File: src/rtl/uart_cmd_decoder.sv
// Byte-stream command decoder: parses A5/ADDR/DATA/CHK packets into threshold
// registers and queues a one-byte ACK/NAK reply for the UART transmitter.
//
// state   | meaning
// IDLE    | hunting for the 0xA5 sync byte
// ADDR    | expecting the register address
// DATA_HI | expecting the high data byte (16-bit solar_th only)
// DATA_LO | expecting the low (or only) data byte
// CHK     | expecting the XOR checksum; commit or reject on arrival
module uart_cmd_decoder #(
  parameter int TIMEOUT_CYCLES = 50000
) (
  input  logic       clk,
  input  logic       rst,
  input  logic [7:0] rx_data,
  input  logic       rx_valid,
  input  logic       ack_ready,
  output logic [7:0] ack_data,
  output logic       ack_valid,
  output logic [15:0] solar_th,
  output logic [7:0] solar_cooldown_th,
  output logic [7:0] solar_heatup_th,
  output logic [7:0] ambient_cooldown_th,
  output logic [7:0] ambient_heatup_th,
  output logic [7:0] geothermal_cooldown_th,
  output logic [7:0] geothermal_heatup_th,
  output logic       cfg_update
);

  localparam int TW = (TIMEOUT_CYCLES > 1) ? $clog2(TIMEOUT_CYCLES) : 1;
  localparam logic [TW-1:0] TMO_LAST = TW'(TIMEOUT_CYCLES - 1);
  localparam logic [7:0] SYNC_BYTE = 8'hA5;
  localparam logic [7:0] NAK_BYTE  = 8'h15;

  typedef enum logic [2:0] {IDLE, ADDR, DATA_HI, DATA_LO, CHK} state_t;

  state_t      r_state;
  state_t      w_state_next;
  logic [TW-1:0] r_tmo;
  logic [2:0]  r_addr;
  logic [15:0] r_shadow;
  logic [7:0]  r_xor;
  logic [15:0] r_solar_th;
  logic [7:0]  r_th [0:5];
  logic        r_ack_valid;
  logic [7:0]  r_ack_data;
  logic        r_cfg_update;

  logic        w_timeout;
  logic        w_reply_load;
  logic [7:0]  w_reply_byte;
  logic        w_write;

  assign w_timeout = (r_state != IDLE) && !rx_valid && (r_tmo == TMO_LAST);

  always_comb begin
    w_state_next = r_state;
    w_reply_load = 1'b0;
    w_reply_byte = 8'h00;
    w_write      = 1'b0;
    if (rx_valid) begin
      case (r_state)
        IDLE:    if (rx_data == SYNC_BYTE) w_state_next = ADDR;
        ADDR: begin
          if (rx_data == 8'h00) begin
            w_state_next = DATA_HI;
          end else if (rx_data <= 8'h06) begin
            w_state_next = DATA_LO;
          end else begin
            w_state_next = IDLE;
            w_reply_load = 1'b1;
            w_reply_byte = NAK_BYTE;
          end
        end
        DATA_HI: w_state_next = DATA_LO;
        DATA_LO: w_state_next = CHK;
        CHK: begin
          w_state_next = IDLE;
          w_reply_load = 1'b1;
          if (rx_data == r_xor) begin
            w_write      = 1'b1;
            w_reply_byte = 8'h80 | {5'b0, r_addr};
          end else begin
            w_reply_byte = NAK_BYTE;
          end
        end
        default: w_state_next = IDLE;
      endcase
    end else if (w_timeout) begin
      w_state_next = IDLE;
    end
  end

  always_ff @(posedge clk) begin
    if (rst) r_state <= IDLE;
    else     r_state <= w_state_next;
  end

  always_ff @(posedge clk) begin
    if (rst) begin
      r_tmo        <= '0;
      r_addr       <= 3'd0;
      r_shadow     <= 16'h0000;
      r_xor        <= 8'h00;
      r_solar_th   <= 16'h0200;
      for (int i = 0; i < 6; i++) r_th[i] <= (i % 2 == 0) ? 8'h03 : 8'hFD;
      r_ack_valid  <= 1'b0;
      r_ack_data   <= 8'h00;
      r_cfg_update <= 1'b0;
    end else begin
      r_cfg_update <= w_write;

      if (rx_valid || r_state == IDLE || w_timeout) r_tmo <= '0;
      else                                          r_tmo <= r_tmo + 1'b1;

      // running XOR is seeded by ADDR so CHK compares against one register
      if (rx_valid) begin
        case (r_state)
          ADDR: begin
            r_addr <= rx_data[2:0];
            r_xor  <= rx_data;
          end
          DATA_HI: begin
            r_shadow[15:8] <= rx_data;
            r_xor          <= r_xor ^ rx_data;
          end
          DATA_LO: begin
            r_shadow[7:0] <= rx_data;
            r_xor         <= r_xor ^ rx_data;
          end
          default: ;
        endcase
      end

      if (w_write) begin
        if (r_addr == 3'd0) r_solar_th <= r_shadow;
        else                r_th[r_addr - 3'd1] <= r_shadow[7:0];
      end

      if (w_reply_load) begin
        r_ack_valid <= 1'b1;
        r_ack_data  <= w_reply_byte;
      end else if (r_ack_valid && ack_ready) begin
        r_ack_valid <= 1'b0;
      end
    end
  end

  assign ack_valid              = r_ack_valid;
  assign ack_data               = r_ack_data;
  assign cfg_update             = r_cfg_update;
  assign solar_th               = r_solar_th;
  assign solar_cooldown_th      = r_th[0];
  assign solar_heatup_th        = r_th[1];
  assign ambient_cooldown_th    = r_th[2];
  assign ambient_heatup_th      = r_th[3];
  assign geothermal_cooldown_th = r_th[4];
  assign geothermal_heatup_th   = r_th[5];

endmodule
File: config.mk
export PLATFORM = sky130hd
export DESIGN_NAME = uart_cmd_decoder
export DESIGN_NICKNAME = d
export VERILOG_FILES = /design/src/rtl/uart_cmd_decoder.sv
export SDC_FILE = /design/constraint.sdc
export NUM_CORES = 1
export LEC_CHECK = 0
export CAP_MARGIN = 15
export CORE_MARGIN = 3
export CORE_UTILIZATION = 53
export CTS_BUF_LIST = sky130_fd_sc_hd__clkbuf_16
export DETAILED_ROUTE_END_ITERATION = 10
export PLACE_DENSITY = 0.8
export SYNTH_ARGS = -nofsm -noshare
export SYNTH_HDL_FRONTEND = slang
export SYNTH_SLANG_ARGS = --single-unit
File: constraint.sdc
create_clock -name clk -period 3.9 [get_ports clk]
set_clock_uncertainty 0.15 [all_clocks]
set_input_delay 0.78 -clock clk [delete_from_list [all_inputs] [get_ports clk]]
set_output_delay 0.78 -clock clk [all_outputs]
set_load 0.1 [all_outputs]
==> results_tabular.tex, run 1 <==
\begin{tabular}{lr}
\hline
Metric & Value \\
\hline
\multicolumn{2}{l}{\textbf{Timing}} \\
\quad Relative slew margins & 0.2677 \\
\quad Fin crit share & 0.8008 \\
\quad Hold Worst Slack & 0.2872 ns \\
\quad Slew of the pin with the lowest slew margin & 1.091 ns \\
\quad Final critical path time including I/O delays and setup & 3.123 ns \\
\quad Setup repair after global routing missed its margin & false \\
\quad Hold Violations, Final & 0 \\
\quad Max Fclk & 320.2 MHz \\
\quad Max-slew violation count & 0 \\
\quad Number of endpoints failing setup at the final stage & 0 \\
\quad Setup TNS after final layout & 0 ns \\
\multicolumn{2}{l}{\textbf{Pwr}} \\
\quad Leakage component of the power & 0.002094 uW \\
\quad Power density relative to cell area & 484.0 nW/um2 \\
\quad Fraction of power consumed by combinational cells & 0.065 \\
\quad Fraction of power consumed by the clock network & 0.526 \\
\quad Sw Ratio & 0.2253 \\
\quad Internal & 2444 uW \\
\quad Net switching component of the power & 710.8 uW \\
\quad Part of the power in registers & 0.409 \\
\quad Worst ir drop on vdd & 315.0 uV \\
\multicolumn{2}{l}{\textbf{Yosys}} \\
\quad Share of flip-flops with an asynchronous set or reset after synthesis & 0 \\
\quad Sequential-to-total area share from yosys stat & 0.5608 \\
\quad Number of warnings issued by yosys & 0 \\
\quad Count of state elements after synthesis & 117 \\
\quad Post-Synthesis Cell Area & 5034 um2 \\
\quad Leading register cell type out of synthesis & sky130\_fd\_sc\_hd\_\_dfxtp\_1 \\
\quad EDFF count, synth & 48 \\
\quad Post-synth cell types & 59 \\
\quad Per-instance average area after synthesis & 10.34 um2 \\
\quad Post-Synthesis Cells & 487 \\
\multicolumn{2}{l}{\textbf{Placement}} \\
\quad Detailed placement HPWL & 7765 um \\
\quad Final weighted congestion in routability-driven placement & 0.9035 \\
\quad IO buf count & 82 \\
\quad Placement Cell Area & 5874 um2 \\
\multicolumn{2}{l}{\textbf{Clock network}} \\
\quad Clock-pin transition on the worst setup and hold timing paths & 0.06 ns \\
\quad Latest clock arrival within the worst-skew pair & 0.40 ns \\
\quad Buffer levels on the longest clock path & 2 \\
\quad Count of hold-fix buffers inserted at cts & 0 \\
\quad CTS Sinks & 117 \\
\quad TritonCTS Buffers & 17 \\
\quad Resized Gates After CTS & 0 \\
\quad Post CTS Setup Buffer Count & 0 \\
\quad Clock tree root buffer cell & sky130\_fd\_sc\_hd\_\_clkbuf\_16 \\
\quad Total number of H-tree levels & 4 \\
\quad TritonCTS clock tree & done \\
\multicolumn{2}{l}{\textbf{Global routing}} \\
\quad Met2 usage in global routing & 0.3887 \\
\quad Tot GR Track Use & 0.2277 \\
\quad Largest net degree at the start of global routing & 43 \\
\quad Remaining Overflow, GRT & 0 \\
\quad First-pass GRT wire length & 18680 um \\
\quad Number of global-route vias before repair & 3793 \\
\quad M3 GR Usage & 0.06975 \\
\quad Antenna violations before repair & 0 \\
\quad Met1 capacity usage during global routing & 0.2830 \\
\quad Top Usage Layer GRT & met2 \\
\multicolumn{2}{l}{\textbf{Route}} \\
\quad Initial DRT Pass Iterations & 4 \\
\quad Starting DRT DRC Count & 211 \\
\quad Post-DRT Antenna Nets & 0 \\
\quad Routed via count & 3859 \\
\quad Average wire per cell in the routed design & 16.16 um \\
\quad Vias per inst & 5.513 \\
\quad Number of remaining DRC errors & 0 \\
\quad Sum of routed wire length over all layers & 11310 um \\
\multicolumn{2}{l}{\textbf{Setup path}} \\
\quad Req. time, crit path & 3.86 ns \\
\quad Crit start category & primary input \\
\quad Classification of the worst setup path & primary input to flip-flop \\
\quad Worst endpoint data arrival time & 3.08 ns \\
\quad Crit end category & flip-flop \\
\quad Max Fanout on Critical Path & 25 \\
\multicolumn{2}{l}{\textbf{Layout}} \\
\quad Highest-count cells in the layout ignoring fill and taps & sky130\_fd\_sc\_hd\_\_clkdlybuf4s50\_1, sky130\_fd\_sc\_hd\_\_nand2\_1, sky130\_fd\_sc\_hd\_\_dfxtp\_1 \\
\quad Total of fill cells in the finished design & 635 \\
\quad Leading cell type in the layout, fill and taps excluded & sky130\_fd\_sc\_hd\_\_clkdlybuf4s50\_1 \\
\quad NumNets Final & 576 \\
\quad Final Cell Area & 6518 um2 \\
\quad Layout cell share with drive strength beyond 1 & 0.1098 \\
\quad Growth of design area from synthesis to finish & 29.48\% \\
\quad Diode count & 0 \\
\multicolumn{2}{l}{\textbf{Worst hold path}} \\
\quad Worst Hold Class & flip-flop to flip-flop \\
\multicolumn{2}{l}{\textbf{Floorplanning}} \\
\quad I/O pin count & 86 \\
\quad Height of the die & 103.5 um \\
\quad Core footprint & 8976 um2 \\
\quad Die outline area & 10700 um2 \\
\quad Die Wd & 103.5 um \\
\quad Initial core utilization & 0.5608 \\
\quad Number of standard-cell rows in the floorplan & 34 \\
\multicolumn{2}{l}{\textbf{Status}} \\
\quad Result of the run & completed \\
\multicolumn{2}{l}{\textbf{Run}} \\
\quad Maximum capacitance violations & 0 \\
\hline
\end{tabular}
registers in the layout, summed over array words and instances, names as in the netlist:
| register | flops |
|---|---|
| r_tmo | 16 |
| solar_th | 16 |
| r_state | 3 |
| cfg_update | 1 |
| r_xor | 8 |
| r_addr | 3 |
| ack_valid | 1 |
| r_th | 48 |
| ack_data | 5 |
| r_shadow | 16 |
cells in the mapped netlist (3+ instances only):
cell type | instances | share of area
sky130_fd_sc_hd__o31ai_1 | 3 | 0.0045
sky130_fd_sc_hd__and3_1 | 4 | 0.0050
sky130_fd_sc_hd__o21ai_0 | 8 | 0.0080
sky130_fd_sc_hd__nor3_1 | 12 | 0.012
sky130_fd_sc_hd__xor2_1 | 9 | 0.016
sky130_fd_sc_hd__edfxtp_1 | 48 | 0.29
sky130_fd_sc_hd__buf_6 | 4 | 0.0089
sky130_fd_sc_hd__inv_1 | 10 | 0.0075
sky130_fd_sc_hd__nand3_1 | 22 | 0.022
sky130_fd_sc_hd__and2_1 | 4 | 0.0050
sky130_fd_sc_hd__buf_4 | 4 | 0.0060
sky130_fd_sc_hd__dfxtp_1 | 69 | 0.27
sky130_fd_sc_hd__nand2_1 | 77 | 0.057
sky130_fd_sc_hd__and4_1 | 4 | 0.0070
sky130_fd_sc_hd__or3_1 | 13 | 0.016
sky130_fd_sc_hd__clkbuf_1 | 22 | 0.016
sky130_fd_sc_hd__nand4_1 | 19 | 0.024
sky130_fd_sc_hd__xnor2_1 | 18 | 0.031
sky130_fd_sc_hd__mux2i_1 | 19 | 0.038
sky130_fd_sc_hd__nor2b_1 | 3 | 0.0037
sky130_fd_sc_hd__nor2_1 | 31 | 0.023
sky130_fd_sc_hd__buf_2 | 5 | 0.0050
sky130_fd_sc_hd__a21oi_1 | 24 | 0.024
sky130_fd_sc_hd__nor3_2 | 9 | 0.018
sky130_fd_sc_hd__ha_1 | 3 | 0.0075
cells by family after synthesis:
logic type | after synthesis | synth area share
DFF | 117 | 0.5608
xor gates and xnor gates | 27 | 0.04698
buffers and inverters | 51 | 0.05394
AOI/OAI and AO/OA | 48 | 0.05717
other | 1 | 0.0007450
adders and majority gates | 3 | 0.007458
and+or+nand+nor | 220 | 0.2329
muxes | 20 | 0.04002
layout make-up:
class                      instances  area (um2)  share of cell area
clock buffer                      20       500.5             0.07679
clock inverter                    12       142.6             0.02189
inverter                          12       45.04            0.006911
multi-input combinational        321        1953              0.2997
sequential                       117        2823              0.4331
tap                              126       157.7             0.02419
timing repair buffer              92       895.9              0.1375
layer usage:
layer  share of wire  up-vias
met4          0.0096        0
li1                -     1857
met2            0.51      140
met5               0        -
met1            0.41     1848
met3           0.066       14
metrics by stage:
| stage | utilization | instances | power [uW] | worst slack (ns) |
|---|---|---|---|---|
| 2_1_floorplan | - | 489 | 1471 | 0.7272 |
| 3_3_place_gp | 0.6544 | 668 | 1516 | 0.5575 |
| 3_5_place_dp | 0.6544 | 668 | 1520 | 0.4027 |
| 4_1_cts | 0.7261 | 700 | 3173 | 0.8217 |
| 5_1_grt | 0.7261 | 700 | 3245 | 0.6104 |
| 6_report | 0.7261 | 700 | 3154 | 0.7767 |
worst max-delay path, stage by stage:
cell	delay [ns]
sky130_fd_sc_hd__clkdlybuf4s50_1	0.68
sky130_fd_sc_hd__xnor2_1	0.17
sky130_fd_sc_hd__nand4_1	0.31
sky130_fd_sc_hd__or4_4	0.69
sky130_fd_sc_hd__o21ai_0	0.23
sky130_fd_sc_hd__buf_4	0.20
power by group through the flow:
| stage | Sequential, uW | Clock [uW] | Combinational [uW] |
|---|---|---|---|
| 6_report | 1290 | 1660 | 205 |
| 5_1_grt | 1290 | 1740 | 212 |
| 4_1_cts | 1290 | 1680 | 205 |
| 3_5_place_dp | 1320 | 0 | 204 |
| 3_3_place_gp | 1310 | 0 | 201 |
| 2_1_floorplan | 1420 | 0 | 55.0 |
final timing paths:
check	startpoint	end	slack (ns)	cells past startpoint
hold reg to reg	r_tmo[0]$_SDFF_PP0_	r_tmo[0]$_SDFF_PP0_	0.29	1
setup / recovery	rx_data[0]	r_th[4][3]$_SDFFCE_PN0P_	0.78	6
setup reg to reg	r_addr[0]$_SDFFE_PP0P_	r_th[1][4]$_SDFFCE_PN1P_	0.92	6
hold / removal	r_tmo[0]$_SDFF_PP0_	r_tmo[0]$_SDFF_PP0_	0.29	1
No activity file was read; power rests on OpenSTA's default activity.
==> run 2, diff against run 1 <==
Settings changed: CORE_UTILIZATION 53 to 48, PLACE_DENSITY 0.8 to 0.76.
Clock period 3.9 ns to 2.55 ns, I/O delays scaled along.
==> run 2 against run 1 <==
  * Via count up 2.3%
  * Setup slack lost 0.62 ns
  * Final cell count increased by 4.9%
  * Wire length up 2.4%
  * Clock power increased by 46%
  * Combinational power grew 58%
  * Design area is 0.54% higher
  * First-iteration DRC count up 28%
  * Die area grew 9.8%
  * Power is 50% higher
==> results_tabular.tex, run 2 (synthesized netlist as in run 1, its figures left out) <==
\begin{tabular}{lr}
\hline
Metric & Value \\
\hline
\multicolumn{2}{l}{\textbf{Status}} \\
\quad Result of the run & completed \\
\multicolumn{2}{l}{\textbf{Timing}} \\
\quad Setup repair after global routing missed its margin & false \\
\quad Hold Violations, Final & 0 (unchanged) \\
\quad Max Fclk & 417.8 MHz \\
\quad Final critical path time including I/O delays and setup & 2.394 ns \\
\quad Max-slew violation count & 0 (unchanged) \\
\quad Number of endpoints failing setup at the final stage & 0 (unchanged) \\
\quad Hold Worst Slack & 0.2948 ns (+0.007584 ns) \\
\quad Final WS setup & 0.1565 ns (-0.6203 ns) \\
\quad Fin crit share & 0.9386 \\
\multicolumn{2}{l}{\textbf{Setup path}} \\
\quad Req. time, crit path & 2.49 ns (-1.37 ns) \\
\quad Classification of the worst setup path & primary input to flip-flop \\
\quad Max Fanout on Critical Path & 8 (-68\%) \\
\quad Crit end category & flip-flop \\
\quad Count of cells along the worst register-to-register path & 6 (unchanged) \\
\quad Worst endpoint data arrival time & 2.33 ns (-0.75 ns) \\
\quad Crit start category & primary input \\
\multicolumn{2}{l}{\textbf{Layout}} \\
\quad Seq. cell area & 2823 um2 (unchanged) \\
\quad Multi-input logic area & 1968 um2 (+0.77\%) \\
\quad Growth of design area from synthesis to finish & 30.18\% \\
\quad Layout cell share with drive strength beyond 1 & 0.2712 (+0.1615) \\
\quad Total of fill cells in the finished design & 786 (+24\%) \\
\quad Highest-count cells in the layout ignoring fill and taps & sky130\_fd\_sc\_hd\_\_buf\_4, sky130\_fd\_sc\_hd\_\_nand2\_1, sky130\_fd\_sc\_hd\_\_dfxtp\_1 \\
\quad Register bank with the most flops & r\_th \\
\quad Post-Route Utilization & 0.6553 (-0.07081) \\
\quad Leading cell type in the layout, fill and taps excluded & sky130\_fd\_sc\_hd\_\_buf\_4 \\
\quad NumNets Final & 603 (+4.7\%) \\
\quad Diode count & 0 (unchanged) \\
\quad Number of flip-flops in the largest register & 48 (unchanged) \\
\quad Non-filler cells in the finished layout & 734 (+4.9\%) \\
\multicolumn{2}{l}{\textbf{Clock network}} \\
\quad Count of hold-fix buffers inserted at cts & 0 (unchanged) \\
\quad Clock tree root buffer cell & sky130\_fd\_sc\_hd\_\_clkbuf\_16 \\
\quad Buffer levels on the longest clock path & 2 (unchanged) \\
\quad TritonCTS clock tree & done \\
\quad Resized Gates After CTS & 0 (unchanged) \\
\quad CTS Sinks & 117 (unchanged) \\
\quad Post CTS Setup Buffer Count & 0 (unchanged) \\
\quad Latest clock arrival within the worst-skew pair & 0.41 ns (about the same) \\
\quad Total number of H-tree levels & 4 (unchanged) \\
\quad Clock-pin transition on the worst setup and hold timing paths & 0.05 ns (about the same) \\
\quad TritonCTS Buffers & 17 (unchanged) \\
\multicolumn{2}{l}{\textbf{Floorplanning}} \\
\quad Number of standard-cell rows in the floorplan & 36 (+5.9\%) \\
\quad Core footprint & 10000 um2 (+11\%) \\
\quad Die outline area & 11750 um2 (+9.8\%) \\
\quad Die Wd & 108.4 um (+4.8\%) \\
\quad Height of the die & 108.4 um (+4.8\%) \\
\quad Initial core utilization & 0.5034 (-0.05740) \\
\quad I/O pin count & 86 (unchanged) \\
\multicolumn{2}{l}{\textbf{Pwr}} \\
\quad Worst ir drop on vdd & 503.8 uV (+60\%) \\
\quad Power density relative to cell area & 721.6 nW/um2 (+49\%) \\
\quad Leakage component of the power & 0.002256 uW (+7.7\%) \\
\quad Total power draw & 4728 uW (+50\%) \\
\multicolumn{2}{l}{\textbf{Run}} \\
\quad Maximum capacitance violations & 0 (unchanged) \\
\multicolumn{2}{l}{\textbf{Global routing}} \\
\quad Antenna violations before repair & 0 (unchanged) \\
\quad Tot GR Track Use & 0.2050 (-0.02267) \\
\quad Largest net degree at the start of global routing & 31 (-28\%) \\
\quad First-pass GRT wire length & 18640 um (-0.22\%) \\
\quad Remaining Overflow, GRT & 0 (unchanged) \\
\quad Number of global-route vias before repair & 3879 (+2.3\%) \\
\multicolumn{2}{l}{\textbf{Placement}} \\
\quad Post-place setup slack & -0.2669 ns (-0.6696 ns) \\
\quad IO buf count & 82 (unchanged) \\
\quad Placed insts & 702 (+5.1\%) \\
\quad Final weighted congestion in routability-driven placement & 0.8396 (-7.1\%) \\
\quad Detailed placement HPWL & 7873 um (+1.4\%) \\
\multicolumn{2}{l}{\textbf{Route}} \\
\quad Number of remaining DRC errors & 0 (unchanged) \\
\quad Initial DRT Pass Iterations & 5 (+1) \\
\quad Average wire per cell in the routed design & 15.79 um (-2.3\%) \\
\quad Vias per inst & 5.379 (-2.4\%) \\
\quad Routed via count & 3948 (+2.3\%) \\
\quad Sum of routed wire length over all layers & 11590 um (+2.4\%) \\
\quad Starting DRT DRC Count & 270 (+28\%) \\
\quad Post-DRT Antenna Nets & 0 (unchanged) \\
\multicolumn{2}{l}{\textbf{Worst hold path}} \\
\quad Worst Hold Class & flip-flop to flip-flop \\
\quad Min-Delay Path Depth & 1 (unchanged) \\
\hline
\end{tabular}
[run 2: cell types whose count changed in the layout (fill, tap and decap cells not counted), sizes merged]
cell	delta
buf	+98
clkdlybuf4s50	-71
clkinvlp	+3
clkinv	-2
bufinv	-1
clkbuf	-1
inv	+1
[run 2: metrics by stage]
stage               setup TNS, ns  area, um2
finish                          0       6553
global route                    0       6553
CTS                             0       6553
detailed placement         -13.59       5936
global placement           -12.17       5936
floorplan                       0       5056
[run 2: worst paths after layout]
check / startpoint / end / slack [ns]
max reg2reg: r_addr[0]$_SDFFE_PP0P_ / r_th[2][2]$_SDFFCE_PN0P_ / 0.26
min reg2reg: r_tmo[0]$_SDFF_PP0_ / r_tmo[0]$_SDFF_PP0_ / 0.29
max: rx_data[3] / r_th[3][5]$_SDFFCE_PN1P_ / 0.16
min: r_tmo[0]$_SDFF_PP0_ / r_tmo[0]$_SDFF_PP0_ / 0.29
[run 2: area by class of cell]
type / instances / area share
clock buffer: 19 / 0.07256
sequential: 117 / 0.4308
multi-input combinational: 321 / 0.3004
tap: 133 / 0.02540
timing repair buffer: 119 / 0.1424
inverter: 12 / 0.006874
clock inverter: 13 / 0.02158
[run 2: report_power, final]
group / switching, uW / total [uW] / internal (uW) / leakage (uW)
Clock: 873 / 2430 / 1560 / 0.000295
Combinational: 252 / 324 / 72.3 / 0.00101
Sequential: 7.18 / 1970 / 1960 / 0.000951
[run 2: per-layer routing]
metal	track usage	part of all wire	vias up
li1	-	-	1907
met1	0.2542	0.43	1872
met2	0.3323	0.47	141
met3	0.06209	0.069	28
met4	0.08656	0.024	0
met5	0	0	-
[run 2: critical path, stage by stage]
cell	delay, ns
sky130_fd_sc_hd__clkdlybuf4s50_1	0.51
sky130_fd_sc_hd__xnor2_1	0.14
sky130_fd_sc_hd__nand4_2	0.16
sky130_fd_sc_hd__buf_4	0.20
sky130_fd_sc_hd__nor4_1	0.32
sky130_fd_sc_hd__buf_4	0.20
sky130_fd_sc_hd__a21o_1	0.29
